[src/rtl/adc_spi_frontend.sv]
// SPI mode-0 ADC reader: periodic CS-framed conversion, box-car averaging of
// 2^AVG_LOG2 samples, and a held output value with a one-cycle valid strobe.
module adc_spi_frontend #(
    parameter int ADC_BITWIDTH  = 4,
    parameter int SPI_BITWIDTH  = 8,
    parameter int SCLK_DIV      = 4,
    parameter int AVG_LOG2      = 2,
    parameter int SAMPLE_PERIOD = 1000
) (
    input  logic                    clk_i,
    input  logic                    rstn_i,
    input  logic                    clk_en_i,
    input  logic                    spi_miso_i,
    output logic                    spi_cs_n_o,
    output logic                    spi_sclk_o,
    output logic [ADC_BITWIDTH-1:0] ADC_value_o,
    output logic                    ADC_valid_o,
    output logic                    busy_o
);

    localparam int ACC_W  = SPI_BITWIDTH + AVG_LOG2;
    localparam int PER_W  = $clog2(SAMPLE_PERIOD + 1);
    localparam int DIV_W  = $clog2(SCLK_DIV + 1);
    localparam int BIT_W  = $clog2(SPI_BITWIDTH + 1);
    localparam int SCNT_W = (AVG_LOG2 > 0) ? AVG_LOG2 : 1;
    // Averaging shift and MSB-aligned truncation folded into a single shift.
    localparam int OUT_SHIFT = AVG_LOG2 + SPI_BITWIDTH - ADC_BITWIDTH;

    localparam logic [PER_W-1:0]  PER_LAST  = PER_W'(SAMPLE_PERIOD - 1);
    localparam logic [DIV_W-1:0]  DIV_LAST  = DIV_W'(SCLK_DIV - 1);
    localparam logic [BIT_W-1:0]  BIT_LAST  = BIT_W'(SPI_BITWIDTH - 1);
    localparam logic [SCNT_W-1:0] SCNT_LAST = SCNT_W'((1 << AVG_LOG2) - 1);

    localparam logic [2:0] IDLE     = 3'd0;
    localparam logic [2:0] CS_SETUP = 3'd1;
    localparam logic [2:0] SHIFT    = 3'd2;
    localparam logic [2:0] CS_HOLD  = 3'd3;
    localparam logic [2:0] ACCUM    = 3'd4;

    logic                    miso_meta;
    logic                    miso_sync;
    logic [PER_W-1:0]        per_cnt;
    logic                    per_wrap;
    logic [2:0]              state;
    logic [DIV_W-1:0]        div_cnt;
    logic [BIT_W-1:0]        bit_cnt;
    logic [SPI_BITWIDTH-1:0] shreg;
    logic [ACC_W-1:0]        acc;
    logic [ACC_W-1:0]        sum;
    logic [SCNT_W-1:0]       scnt;
    logic [ADC_BITWIDTH-1:0] avg_top;

    always_ff @(posedge clk_i or negedge rstn_i) begin
        if (!rstn_i) begin
            miso_meta <= 1'b0;
            miso_sync <= 1'b0;
        end else begin
            miso_meta <= spi_miso_i;
            miso_sync <= miso_meta;
        end
    end

    assign per_wrap = (per_cnt == PER_LAST);

    always_ff @(posedge clk_i or negedge rstn_i) begin
        if (!rstn_i) begin
            per_cnt <= '0;
        end else if (clk_en_i) begin
            if (per_wrap) per_cnt <= '0;
            else          per_cnt <= per_cnt + PER_W'(1);
        end
    end

    always_ff @(posedge clk_i or negedge rstn_i) begin
        if (!rstn_i) begin
            state      <= IDLE;
            spi_cs_n_o <= 1'b1;
            spi_sclk_o <= 1'b0;
            div_cnt    <= '0;
            bit_cnt    <= '0;
            shreg      <= '0;
        end else if (clk_en_i) begin
            case (state)
                IDLE: begin
                    if (per_wrap) begin
                        state      <= CS_SETUP;
                        spi_cs_n_o <= 1'b0;
                        div_cnt    <= '0;
                    end
                end
                CS_SETUP: begin
                    if (div_cnt == DIV_LAST) begin
                        div_cnt <= '0;
                        bit_cnt <= '0;
                        state   <= SHIFT;
                    end else begin
                        div_cnt <= div_cnt + DIV_W'(1);
                    end
                end
                SHIFT: begin
                    if (div_cnt != DIV_LAST) begin
                        div_cnt <= div_cnt + DIV_W'(1);
                    end else begin
                        div_cnt <= '0;
                        if (!spi_sclk_o) begin
                            spi_sclk_o <= 1'b1;
                        end else begin
                            // Last high cycle: capture MISO right before the falling edge.
                            spi_sclk_o <= 1'b0;
                            shreg      <= (shreg << 1) | SPI_BITWIDTH'(miso_sync);
                            if (bit_cnt == BIT_LAST) state <= CS_HOLD;
                            else                     bit_cnt <= bit_cnt + BIT_W'(1);
                        end
                    end
                end
                CS_HOLD: begin
                    if (div_cnt == DIV_LAST) begin
                        div_cnt    <= '0;
                        spi_cs_n_o <= 1'b1;
                        state      <= ACCUM;
                    end else begin
                        div_cnt <= div_cnt + DIV_W'(1);
                    end
                end
                ACCUM: begin
                    state <= IDLE;
                end
                default: begin
                    state      <= IDLE;
                    spi_cs_n_o <= 1'b1;
                    spi_sclk_o <= 1'b0;
                    div_cnt    <= '0;
                end
            endcase
        end
    end

    assign sum     = acc + ACC_W'(shreg);
    assign avg_top = ADC_BITWIDTH'(sum >> OUT_SHIFT);

    always_ff @(posedge clk_i or negedge rstn_i) begin
        if (!rstn_i) begin
            acc         <= '0;
            scnt        <= '0;
            ADC_value_o <= '0;
            ADC_valid_o <= 1'b0;
        end else begin
            ADC_valid_o <= 1'b0;
            if (clk_en_i && state == ACCUM) begin
                if (scnt == SCNT_LAST) begin
                    ADC_value_o <= avg_top;
                    ADC_valid_o <= 1'b1;
                    acc         <= '0;
                    scnt        <= '0;
                end else begin
                    acc  <= sum;
                    scnt <= scnt + SCNT_W'(1);
                end
            end
        end
    end

    assign busy_o = (state != IDLE);

endmodule

[config.mk]
export PLATFORM = sky130hd
export DESIGN_NAME = adc_spi_frontend
export DESIGN_NICKNAME = d
export VERILOG_FILES = /design/src/rtl/adc_spi_frontend.sv
export SDC_FILE = /design/constraint.sdc
export NUM_CORES = 1
export LEC_CHECK = 0
export CAP_MARGIN = 0
export CORE_ASPECT_RATIO = 0.6
export CORE_UTILIZATION = 52
export CTS_CLUSTER_SIZE = 20
export DETAILED_ROUTE_END_ITERATION = 7
export PLACE_DENSITY = 0.7
export SYNTH_ARGS = -nofsm -noshare
export SYNTH_HDL_FRONTEND = slang
export SYNTH_SLANG_ARGS = --single-unit
[constraint.sdc]
create_clock -name clk_i -period 5.9 [get_ports clk_i]
set_input_delay 1.475 -clock clk_i [delete_from_list [all_inputs] [get_ports clk_i]]
set_output_delay 1.475 -clock clk_i [all_outputs]
set_load 0.02 [all_outputs]
==> results by group, run 1 <==
Worst setup path
  • Startpoint type of the worst setup path: input pin
  • Crit Path Max Fanout: 19
  • Critical Path End Type: flip-flop
  • Kind of critical path: input pin to flip-flop
  • Critical Path AT: 3640 ps
  • Required time of the critical path: 6110 ps

Worst hold path
  • Type of the worst min-delay path: flip-flop to flip-flop

Clocking
  • Clock tree from TritonCTS: done
  • Number of instances resized during post-cts repair: 0
  • Worst-skew pair later-pin latency: 310 ps
  • Clock Pin Slew Worst Setup and Hold Paths: 90 ps
  • Cell at the root of the clock tree: sky130_fd_sc_hd__clkbuf_8
  • Post-CTS Setup Inserts: 0
  • TritonCTS buffer count: 5
  • Hold-fix buffer count after cts: 0
  • H-tree Lvls: 2
  • TritonCTS sink count: 49
  • CTS max path bufs: 2

Placed design
  • Number of placed instances with taps included: 301
  • Port Buffer Count: 11
  • Placer Congestion: 0.812
  • Detail Placement HPWL: 3400 µm

Yosys
  • Number of warning messages in the yosys log: 0
  • Xor/xnor share of the synthesized area: 4.51%
  • Post-synthesis instance area: 2520 µm²
  • Number of standard cells after synthesis: 235
  • Fraction of the mapped netlist area in compound gates: 16.5%
  • Count of flip-flops with a built-in enable after synthesis: 0
  • Sequential share of the synthesized area: 48.6%
  • Largest family of logic cells by synthesized area: compound AO/OA/AOI/OAI gates
  • Synthesized area per cell: 10.7 µm²
  • Number of distinct library cells after synthesis: 55
  • Total nets after synthesis: 252
  • Prevailing post-synth register cell: sky130_fd_sc_hd__dfrtp_1
  • Simple-gate share of the synthesized area: 15.9%
  • Number of register bits inferred by synthesis: 49
  • Post-synthesis mux area share: 5.05%
  • Adder and majority gate portion of the synthesized area: 6.74%
  • Synth async-reset ratio: 100%

Finish
  • Sequential cell area: 1230 µm²
  • Fraction of layout instances using a drive strength above 1: 9.35%
  • Commonest cells after routing, fill and taps aside: sky130_fd_sc_hd__dfrtp_1, sky130_fd_sc_hd__nand2_1, sky130_fd_sc_hd__ha_1
  • Final Core Density: 59.9%
  • Area growth from synthesis to final layout: 9.46%
  • Ant. Diodes: 0
  • Area of combinational cells with multiple inputs: 1230 µm²
  • Fillcell total: 399
  • Commonest non-fill, non-tap cell in the layout: sky130_fd_sc_hd__dfrtp_1
  • Number of nets at the end of the flow: 262
  • Number of standard cells in the layout, taps in and fillers out: 309

Route
  • Vias after detailed routing: 1,836
  • Remaining routing DRC violations: 0
  • Total Routed Length: 4930 µm
  • Residual antenna-violating net count after detailed routing: 0
  • DR iter-0 viols: 108
  • Avg WL per Cell: 15.9 µm
  • Pre-antenna DRT Iters: 4
  • Post-detailed-route via-to-cell ratio: 5.94

Floorplan
  • Die span in x: 92.0 µm
  • Cell row count: 19
  • Die height: 56.0 µm
  • Ports placed on the boundary: 12
  • Effective utilization at floorplan: 54.7%
  • Placeable core area: 4610 µm²
  • Die Area: 5150 µm²

STA
  • Setup repair after global routing missed its margin: no
  • Final count of pins violating max slew: 0
  • Final Hold Viols: 0
  • Tightest Pin Transition: 1080 ps
  • Worst setup skew after layout: 11.1 ps
  • Period Utilization, post-route: 58.0%
  • Rel. slew slack: 28.0%
  • Final count of negative-setup-slack endpoints: 0
  • Setup total negative slack: 0 ps
  • Final hold slack: 362 ps
  • Final Critical Period: 3420 ps
  • Highest achievable clock rate: 0.292 GHz

Outcome
  • Run status: finished, final reports clean

Global routing
  • Largest net degree at the start of global routing: 50
  • Global-route usage over all layers: 21.4%
  • Vias in the first global route: 1,711
  • Remaining Overflow, GRT: 0
  • First-pass GRT wire length: 8460 µm
  • Number of antenna violations at the first check in global routing: 0

Run
  • Number of max-cap violations: 0

Pwr
  • Power per standard cell area: 313 nW/µm²
  • Maximum vdd ir drop: 0.156 mV
  • Total leakage power: 1.31 nW
[logic make-up after synthesis]
| logic type | Yosys count |
|---|---|
| flops | 49 |
| mux | 11 |
| fa+ha+maj | 13 |
| xor+xnor | 13 |
| simple gates | 72 |
| buf+inv | 17 |
| compound gates | 60 |
[report_power, final]
part	internal [mW]	switching, mW	total [mW]
clock	0.0844	0.122	0.207
combinational	0.0954	0.114	0.209
sequential	0.384	0.0637	0.448
[worst paths after layout]
| check | startpoint | to | slack (ps) | cells after the start |
|---|---|---|---|---|
| worst max-delay path | clk_en_i | bit_cnt[3] | 2480 | 6 |
| worst min-delay path | miso_meta | miso_sync | 360 | 0 |
| worst max register to register | shreg[0] | ADC_value_o[0] | 3590 | 8 |
| worst min register to register | miso_meta | miso_sync | 360 | 0 |
| max in group asynchronous | rstn_i | bit_cnt[3] | 3870 | 1 |
| min in group asynchronous | rstn_i | ADC_value_o[0] | 1350 | 1 |
[routing by layer]
layer  track usage, %  up-vias  share of wire (%)
met4             6.47        0                1.2
met5                0        -                  0
met3             5.05        9                4.1
li1                 -      880                  -
met1             32.6      905                 54
met2             30.4       42                 40
[layout make-up]
class | count | share of cell area [%]
Multi-Input combinational cell | 169 | 44.4
Sequential cell | 49 | 44.4
Inverter | 9 | 1.22
Timing Repair Buffer | 11 | 3.80
Clock buffer | 5 | 2.49
Tap cell | 63 | 2.85
Clock inverter | 3 | 0.815
[synthesized netlist by cell type, types with 5 or more instances]
cell | n | area share, %
sky130_fd_sc_hd__nor2_1 | 6 | 0.89
sky130_fd_sc_hd__a21oi_1 | 11 | 2.2
sky130_fd_sc_hd__xor2_1 | 5 | 1.7
sky130_fd_sc_hd__nand3_1 | 6 | 1.2
sky130_fd_sc_hd__nand2_1 | 24 | 3.6
sky130_fd_sc_hd__mux2_1 | 8 | 3.6
sky130_fd_sc_hd__dfrtp_1 | 48 | 48
sky130_fd_sc_hd__ha_1 | 12 | 5.9
sky130_fd_sc_hd__a22o_1 | 5 | 1.7
sky130_fd_sc_hd__nand2b_1 | 6 | 1.5
sky130_fd_sc_hd__nor3_1 | 8 | 1.6
sky130_fd_sc_hd__o21ai_1 | 7 | 1.4
sky130_fd_sc_hd__xnor2_1 | 8 | 2.8
sky130_fd_sc_hd__inv_1 | 7 | 1.0
sky130_fd_sc_hd__buf_2 | 5 | 0.99
sky130_fd_sc_hd__o21ai_0 | 9 | 1.8
[worst max-delay path, stage by stage]
cell and delay (ps):
sky130_fd_sc_hd__clkdlybuf4s50_1 920, sky130_fd_sc_hd__inv_1 290, sky130_fd_sc_hd__nor2_1 230, sky130_fd_sc_hd__nand3_1 200, sky130_fd_sc_hd__nand2b_1 270, sky130_fd_sc_hd__o31ai_1 250
[state kept, by name, indices dropped and copies added (netlist names)]
signal / flops
miso_sync: 1
spi_cs_n_o: 1
shreg: 8
ADC_valid_o: 1
bit_cnt: 4
spi_sclk_o: 1
scnt: 2
state: 3
acc: 10
miso_meta: 1
per_cnt: 10
ADC_value_o: 4
div_cnt: 3
[per-stage QoR]
stage               area, µm²  setup WS, ps  total power, mW
detailed placement       2670          2200            0.659
CTS                      2760          2520            0.868
finish                   2760          2480            0.864
global route             2760          2260            0.917
floorplan                2520          3340            0.597
global placement         2670          2280            0.649
No activity file was read; power rests on OpenSTA's default activity.
==> inputs of run 2 (changes only) <==
clock period = 3.2 ns   (was 5.9 ns; I/O delays follow)
==> run 2 against run 1 <==
Against the previous run:
- register-to-register slack lost 2700 ps
- global-route usage decreased by 0.35 points
- sequential power is 84% higher
- worst hold slack worse by 9.8 ps
- combinational power up 80%
- wire length fell by 4.0%
- die area unchanged
- final area increased by 2.6%
- clock skew decreased by 5.2 ps
- clock power grew to 2.5 times the previous value
- setup slack got worse by 1800 ps
- critical endpoint is now busy_o
- highest routed layer unchanged
==> results by group, run 2 (same netlist as run 1, synthesis figures left out) <==
Global routing
  • Number of antenna violations at the first check in global routing: 0 (unchanged)
  • Global-route usage over all layers: 21.1% (was 21.4%)
  • Largest net degree at the start of global routing: 31 (was 50)
  • First-pass GRT wire length: 8330 µm (was 8460 µm)
  • Remaining Overflow, GRT: 0 (unchanged)
  • Vias in the first global route: 1,701 (was 1,711)

Finish
  • Fillcell total: 394 (was 399)
  • Fraction of layout instances using a drive strength above 1: 10.8% (was 9.35%)
  • Commonest cells after routing, fill and taps aside: sky130_fd_sc_hd__dfrtp_1, sky130_fd_sc_hd__nand2_1, sky130_fd_sc_hd__ha_1 (unchanged)
  • Area growth from synthesis to final layout: 12.3% (was 9.46%)
  • Final Core Density: 61.5% (was 59.9%)
  • Ant. Diodes: 0 (unchanged)
  • Top flop regs: acc x10, per_cnt x10, shreg x8 (unchanged)
  • Commonest non-fill, non-tap cell in the layout: sky130_fd_sc_hd__dfrtp_1 (unchanged)
  • Number of nets at the end of the flow: 266 (was 262)

Clocking
  • Cell at the root of the clock tree: sky130_fd_sc_hd__clkbuf_8 (unchanged)
  • TritonCTS sink count: 49 (unchanged)
  • H-tree Lvls: 2 (unchanged)
  • Post-CTS Setup Inserts: 0 (unchanged)
  • CTS max path bufs: 2 (unchanged)
  • Number of instances resized during post-cts repair: 0 (unchanged)
  • Clock Pin Slew Worst Setup and Hold Paths: 90 ps (about the same)
  • Hold-fix buffer count after cts: 0 (unchanged)
  • Clock tree from TritonCTS: done (unchanged)
  • Worst-skew pair later-pin latency: 300 ps (was 310 ps)
  • TritonCTS buffer count: 5 (unchanged)

Route
  • Residual antenna-violating net count after detailed routing: 0 (unchanged)
  • Post-detailed-route via-to-cell ratio: 5.86 (was 5.94)
  • Total Routed Length: 4730 µm (was 4930 µm)
  • Vias after detailed routing: 1,833 (was 1,836)
  • Avg WL per Cell: 15.1 µm (was 15.9 µm)
  • DR iter-0 viols: 117 (was 108)
  • Pre-antenna DRT Iters: 4 (unchanged)
  • Remaining routing DRC violations: 0 (unchanged)

Placed design
  • Detail Placement HPWL: 3480 µm (was 3400 µm)
  • Dpl ws: 507 ps (was 2200 ps)
  • Placer Congestion: 0.851 (was 0.812)
  • Port Buffer Count: 11 (unchanged)

Floorplan
  • Die span in x: 92.0 µm (unchanged)
  • Die height: 56.0 µm (unchanged)
  • Placeable core area: 4610 µm² (unchanged)
  • Effective utilization at floorplan: 54.7% (unchanged)
  • Die Area: 5150 µm² (unchanged)
  • Cell row count: 19 (unchanged)
  • Ports placed on the boundary: 12 (unchanged)

STA
  • Final hold slack: 352 ps (was 362 ps)
  • Tightest Pin Transition: 646 ps (was 1080 ps)
  • Final count of negative-setup-slack endpoints: 0 (unchanged)
  • Final Hold Viols: 0 (unchanged)
  • Setup repair after global routing missed its margin: no (unchanged)
  • Worst setup skew after layout: 5.84 ps (was 11.1 ps)
  • Rel. slew slack: 56.8% (was 28.0%)
  • Period Utilization, post-route: 80.3%
  • Final count of pins violating max slew: 0 (unchanged)
  • Setup total negative slack: 0 ps (unchanged)
  • Highest achievable clock rate: 0.389 GHz
  • Smallest setup slack after layout: 630 ps (was 2480 ps)
  • Final Critical Period: 2570 ps

Pwr
  • Gate power share: 21.9% (was 24.2%)
  • Power per standard cell area: 607 nW/µm² (was 313 nW/µm²)
  • Design Power: 1.72 mW (was 864 µW)
  • Switching share of power: 30.5% (was 34.7%)
  • Proportion of power drawn by flip-flops and latches: 47.9% (was 51.9%)
  • Maximum vdd ir drop: 0.370 mV (was 0.156 mV)
  • Relative contribution of the clock network to total power: 30.2% (was 23.9%)
  • Total leakage power: 1.35 nW (was 1.31 nW)
  • Switching power summed over all nets: 525 µW (was 300 µW)
  • Design internal power: 1.20 mW (was 564 µW)

Worst setup path
  • Critical Path End Type: output pin (was flip-flop)
  • Crit Path Max Fanout: 11 (was 19)
  • Critical Path AT: 1770 ps (was 3640 ps)
  • Startpoint type of the worst setup path: flip-flop (was input pin)
  • Required time of the critical path: 2400 ps (was 6110 ps)
  • Kind of critical path: flip-flop to output pin (was input pin to flip-flop)

Outcome
  • Run status: finished, final reports clean (unchanged)

Worst hold path
  • Type of the worst min-delay path: flip-flop to flip-flop (unchanged)

Run
  • Number of max-cap violations: 0 (unchanged)
run 2: cell types whose count changed in the layout (fill, tap and decap cells not counted), sizes merged:
cell	before	now
buf	1	5
bufinv	0	2
clkinv	3	1
run 2: path summary, 6_finish.rpt:
| kind | from | slack [ps] | depth (start not counted) | endpoint |
|---|---|---|---|---|
| setup / recovery | state[1] | 630 | 3 | busy_o |
| min in group asynchronous | rstn_i | 430 | 1 | shreg[0] |
| hold reg to reg | miso_meta | 350 | 0 | miso_sync |
| max in group asynchronous | rstn_i | 1990 | 2 | spi_cs_n_o |
| setup reg to reg | shreg[0] | 890 | 8 | ADC_value_o[0] |
| hold / removal | miso_meta | 350 | 0 | miso_sync |
run 2: cell type report:
| class | instances | area, µm² | area share (%) |
|---|---|---|---|
| sequential | 49 | 1230 | 43.3 |
| inverter | 9 | 33.8 | 1.19 |
| multi-input combinational | 169 | 1230 | 43.3 |
| tap | 63 | 78.8 | 2.78 |
| clock buffer | 5 | 68.8 | 2.43 |
| timing repair buffer | 15 | 135 | 4.76 |
| clock inverter | 3 | 65.1 | 2.29 |
run 2: metal layers:
metal | vias to the layer above | GRT usage [%] | part of all wire (%)
li1 | 884 | - | -
met1 | 887 | 33.9 | 55
met2 | 52 | 27.3 | 38
met3 | 10 | 4.78 | 5.7
met4 | 0 | 7.59 | 1.5
met5 | - | 0 | 0
run 2: power groups by stage:
| stage | Clock [mW] | Sequential [mW] | Combinational, mW |
|---|---|---|---|
| after floorplan | 0 | 0.798 | 0.303 |
| after global placement | 0 | 0.833 | 0.367 |
| after global routing | 0.555 | 0.841 | 0.429 |
| after detailed placement | 0 | 0.835 | 0.376 |
| final | 0.519 | 0.825 | 0.376 |
| after CTS | 0.532 | 0.823 | 0.379 |
run 2: worst max-delay path, cell delays in order, from the launching register on:
cell	delay, ps
sky130_fd_sc_hd__dfrtp_1	510
sky130_fd_sc_hd__nor2_2	300
sky130_fd_sc_hd__nand2_1	110
sky130_fd_sc_hd__clkdlybuf4s50_1	540
run 2: per-stage QoR:
stage,cell area [µm²],std cells
final,2840,313
after CTS,2840,313
after detailed placement,2700,305
after global routing,2840,313
after floorplan,2520,235
after global placement,2700,305
==> inputs of run 3 (changes only) <==
PLACE_DENSITY = 0.73   (was 0.7)
clock period = 2.35 ns   (was 3.2 ns; I/O delays follow)
==> run 3 against run 2 <==
Against the previous run:
- die area did not move
- final area rose by 2.2%
- via count fell by 1.7%
- first-iteration DRC count fell by 26%
- sequential share of layout area fell by 0.91 points
- clock power rose by 15%
- critical path type unchanged
- largest power group unchanged
- highest routed layer unchanged
==> results by group, run 3 (same netlist as run 1, synthesis figures left out) <==
Outcome
  • Run status: finished, final reports clean (unchanged)

Floorplan
  • Placeable core area: 4610 µm² (unchanged)
  • Die span in x: 92.0 µm (unchanged)
  • Die height: 56.0 µm (unchanged)
  • Effective utilization at floorplan: 54.7% (unchanged)
  • Cell row count: 19 (unchanged)
  • Ports placed on the boundary: 12 (unchanged)
  • Die Area: 5150 µm² (unchanged)

STA
  • Highest achievable clock rate: 0.457 GHz
  • Setup total negative slack: 0 ps (unchanged)
  • Final hold slack: 256 ps (was 352 ps)
  • Period Utilization, post-route: 93.1%
  • Final Hold Viols: 0 (unchanged)
  • Final count of pins violating max slew: 0 (unchanged)
  • Setup repair after global routing missed its margin: no (unchanged)
  • Worst setup skew after layout: 8.59 ps (was 5.84 ps)
  • Final count of negative-setup-slack endpoints: 0 (unchanged)
  • Final Critical Period: 2190 ps
  • Tightest Pin Transition: 531 ps (was 646 ps)
  • Rel. slew slack: 64.6% (was 56.8%)
  • Smallest setup slack after layout: 163 ps (was 630 ps)

Worst setup path
  • Kind of critical path: flip-flop to output pin (unchanged)
  • Setup crit end: busy_o (unchanged)
  • First element of the critical path: state[1] (unchanged)
  • R2R cell count: 8 (unchanged)
  • Library cell contributing the largest single delay on the critical path: sky130_fd_sc_hd__clkdlybuf4s50_1 (unchanged)
  • Setup slack, reg-to-reg: 220 ps (was 890 ps)
  • Worst stage delay on the critical path: 600 ps (was 540 ps)
  • Crit Path Max Fanout: 11 (unchanged)
  • Origin of the critical flop-to-flop path: shreg[0] (unchanged)
  • Critical Path End Type: output pin (unchanged)
  • Critical Path AT: 1600 ps (was 1770 ps)
  • Startpoint type of the worst setup path: flip-flop (unchanged)
  • Worst path cell trace: nor2_2 -> nand2_1 -> clkdlybuf4s50_1 (unchanged)
  • Critical register-to-register path endpoint: ADC_value_o[0] (unchanged)
  • Required time of the critical path: 1760 ps (was 2400 ps)

Global routing
  • Remaining Overflow, GRT: 0 (unchanged)
  • Largest net degree at the start of global routing: 28 (was 31)
  • Global-route usage over all layers: 20.9% (was 21.1%)
  • Vias in the first global route: 1,718 (was 1,701)
  • First-pass GRT wire length: 8220 µm (was 8330 µm)
  • Number of antenna violations at the first check in global routing: 0 (unchanged)

Finish
  • Fillcell total: 365 (was 394)
  • Area growth from synthesis to final layout: 14.9% (was 12.3%)
  • Ant. Diodes: 0 (unchanged)
  • Commonest non-fill, non-tap cell in the layout: sky130_fd_sc_hd__dfrtp_1 (unchanged)
  • Fraction of layout instances using a drive strength above 1: 14.0% (was 10.8%)
  • Commonest cells after routing, fill and taps aside: sky130_fd_sc_hd__dfrtp_1, sky130_fd_sc_hd__nand2_1, sky130_fd_sc_hd__ha_1 (unchanged)
  • Top flop regs: acc x10, per_cnt x10, shreg x8 (unchanged)
  • Final non-filler cell area: 2900 µm² (was 2840 µm²)
  • Number of nets at the end of the flow: 274 (was 266)

Placed design
  • Port Buffer Count: 11 (unchanged)
  • Placer Congestion: 0.850 (was 0.851)
  • Dpl ws: 121 ps (was 507 ps)
  • Detail Placement HPWL: 3490 µm (was 3480 µm)
  • Placed instance area: 2790 µm² (was 2700 µm²)

Clocking
  • TritonCTS sink count: 49 (unchanged)
  • Hold-fix buffer count after cts: 0 (unchanged)
  • Clock tree from TritonCTS: done (unchanged)
  • Clock Pin Slew Worst Setup and Hold Paths: 90 ps (about the same)
  • Cell at the root of the clock tree: sky130_fd_sc_hd__clkbuf_8 (unchanged)
  • Worst-skew pair later-pin latency: 310 ps (was 300 ps)
  • TritonCTS buffer count: 5 (unchanged)
  • H-tree Lvls: 2 (unchanged)
  • Post-CTS Setup Inserts: 0 (unchanged)
  • CTS max path bufs: 2 (unchanged)

Route
  • Vias after detailed routing: 1,801 (was 1,833)
  • Pre-antenna DRT Iters: 4 (unchanged)
  • Remaining routing DRC violations: 0 (unchanged)
  • Post-detailed-route via-to-cell ratio: 5.61 (was 5.86)
  • Residual antenna-violating net count after detailed routing: 0 (unchanged)
  • DR iter-0 viols: 87 (was 117)
  • Total Routed Length: 4790 µm (was 4730 µm)
  • Avg WL per Cell: 14.9 µm (was 15.1 µm)

Pwr
  • Switching share of power: 31.6% (was 30.5%)
  • Power per standard cell area: 777 nW/µm² (was 607 nW/µm²)
  • Design Power: 2.25 mW (was 1.72 mW)
  • Proportion of power drawn by flip-flops and latches: 49.9% (was 47.9%)
  • Design internal power: 1.54 mW (was 1.20 mW)
  • Total leakage power: 1.38 nW (was 1.35 nW)
  • Gate power share: 23.6% (was 21.9%)
  • Maximum vdd ir drop: 0.556 mV (was 0.370 mV)
  • Relative contribution of the clock network to total power: 26.5% (was 30.2%)
  • Switching power summed over all nets: 712 µW (was 525 µW)

Worst hold path
  • Type of the worst min-delay path: input pin to async pin (was flip-flop to flip-flop)

Run
  • Number of max-cap violations: 0 (unchanged)
-- run 3: cell types whose count changed in the layout (fill, tap and decap cells not counted), sizes merged --
cell,previous run,this run
buf,5,13
bufinv,2,1
clkbuf,5,6
-- run 3: timing repair --
action / CTS / global route
setup endpoints to repair: 0 / 3
resized for setup: 0 / 2
hold endpoints to repair: 0 / 0
-- run 3: how the worst min path moves through the flow --
stage / from / to / slack (ps)
CTS: rstn_i / acc[7] / 270
finish: rstn_i / shreg[7] / 260
global route: rstn_i / acc[7] / 290
detailed placement: miso_meta / miso_sync / 340
floorplan: rstn_i / ADC_valid_o / 290
global placement: miso_meta / miso_sync / 340
-- run 3: metal layers --
metal | global-route usage, % | up-vias | share of wire [%]
li1 | - | 905 | -
met1 | 33.3 | 845 | 54
met2 | 27.2 | 45 | 40
met3 | 5.46 | 6 | 5.4
met4 | 6.70 | 0 | 1.1
met5 | 0 | - | 0
-- run 3: cell type report --
| class | instances | area, µm² | area share (%) |
|---|---|---|---|
| multi-input combinational | 169 | 1230 | 42.5 |
| sequential | 49 | 1230 | 42.4 |
| timing repair buffer | 23 | 220 | 7.59 |
| tap | 63 | 78.8 | 2.72 |
| clock buffer | 6 | 72.6 | 2.50 |
| clock inverter | 2 | 35.0 | 1.21 |
| inverter | 9 | 33.8 | 1.16 |
-- run 3: power by group through the flow --
stage	Combinational, mW	Sequential (mW)	Clock [mW]
2_1_floorplan	0.412	1.09	0
3_3_place_gp	0.518	1.13	0
3_5_place_dp	0.528	1.13	0
4_1_cts	0.532	1.12	0.611
5_1_grt	0.601	1.14	0.646
6_report	0.532	1.12	0.597
-- run 3: worst max-delay path: cells and delay by family, from the launching register on --
family	cells	cell delay, ps
DFF	1	560
and+or+nand+nor	2	140
buffers and inverters	1	600
-- run 3: stage by stage --
stage	util [%]	std cells
2_1_floorplan	-	235
3_3_place_gp	60.4	313
3_5_place_dp	60.4	313
4_1_cts	62.8	321
5_1_grt	62.9	321
6_report	62.9	321
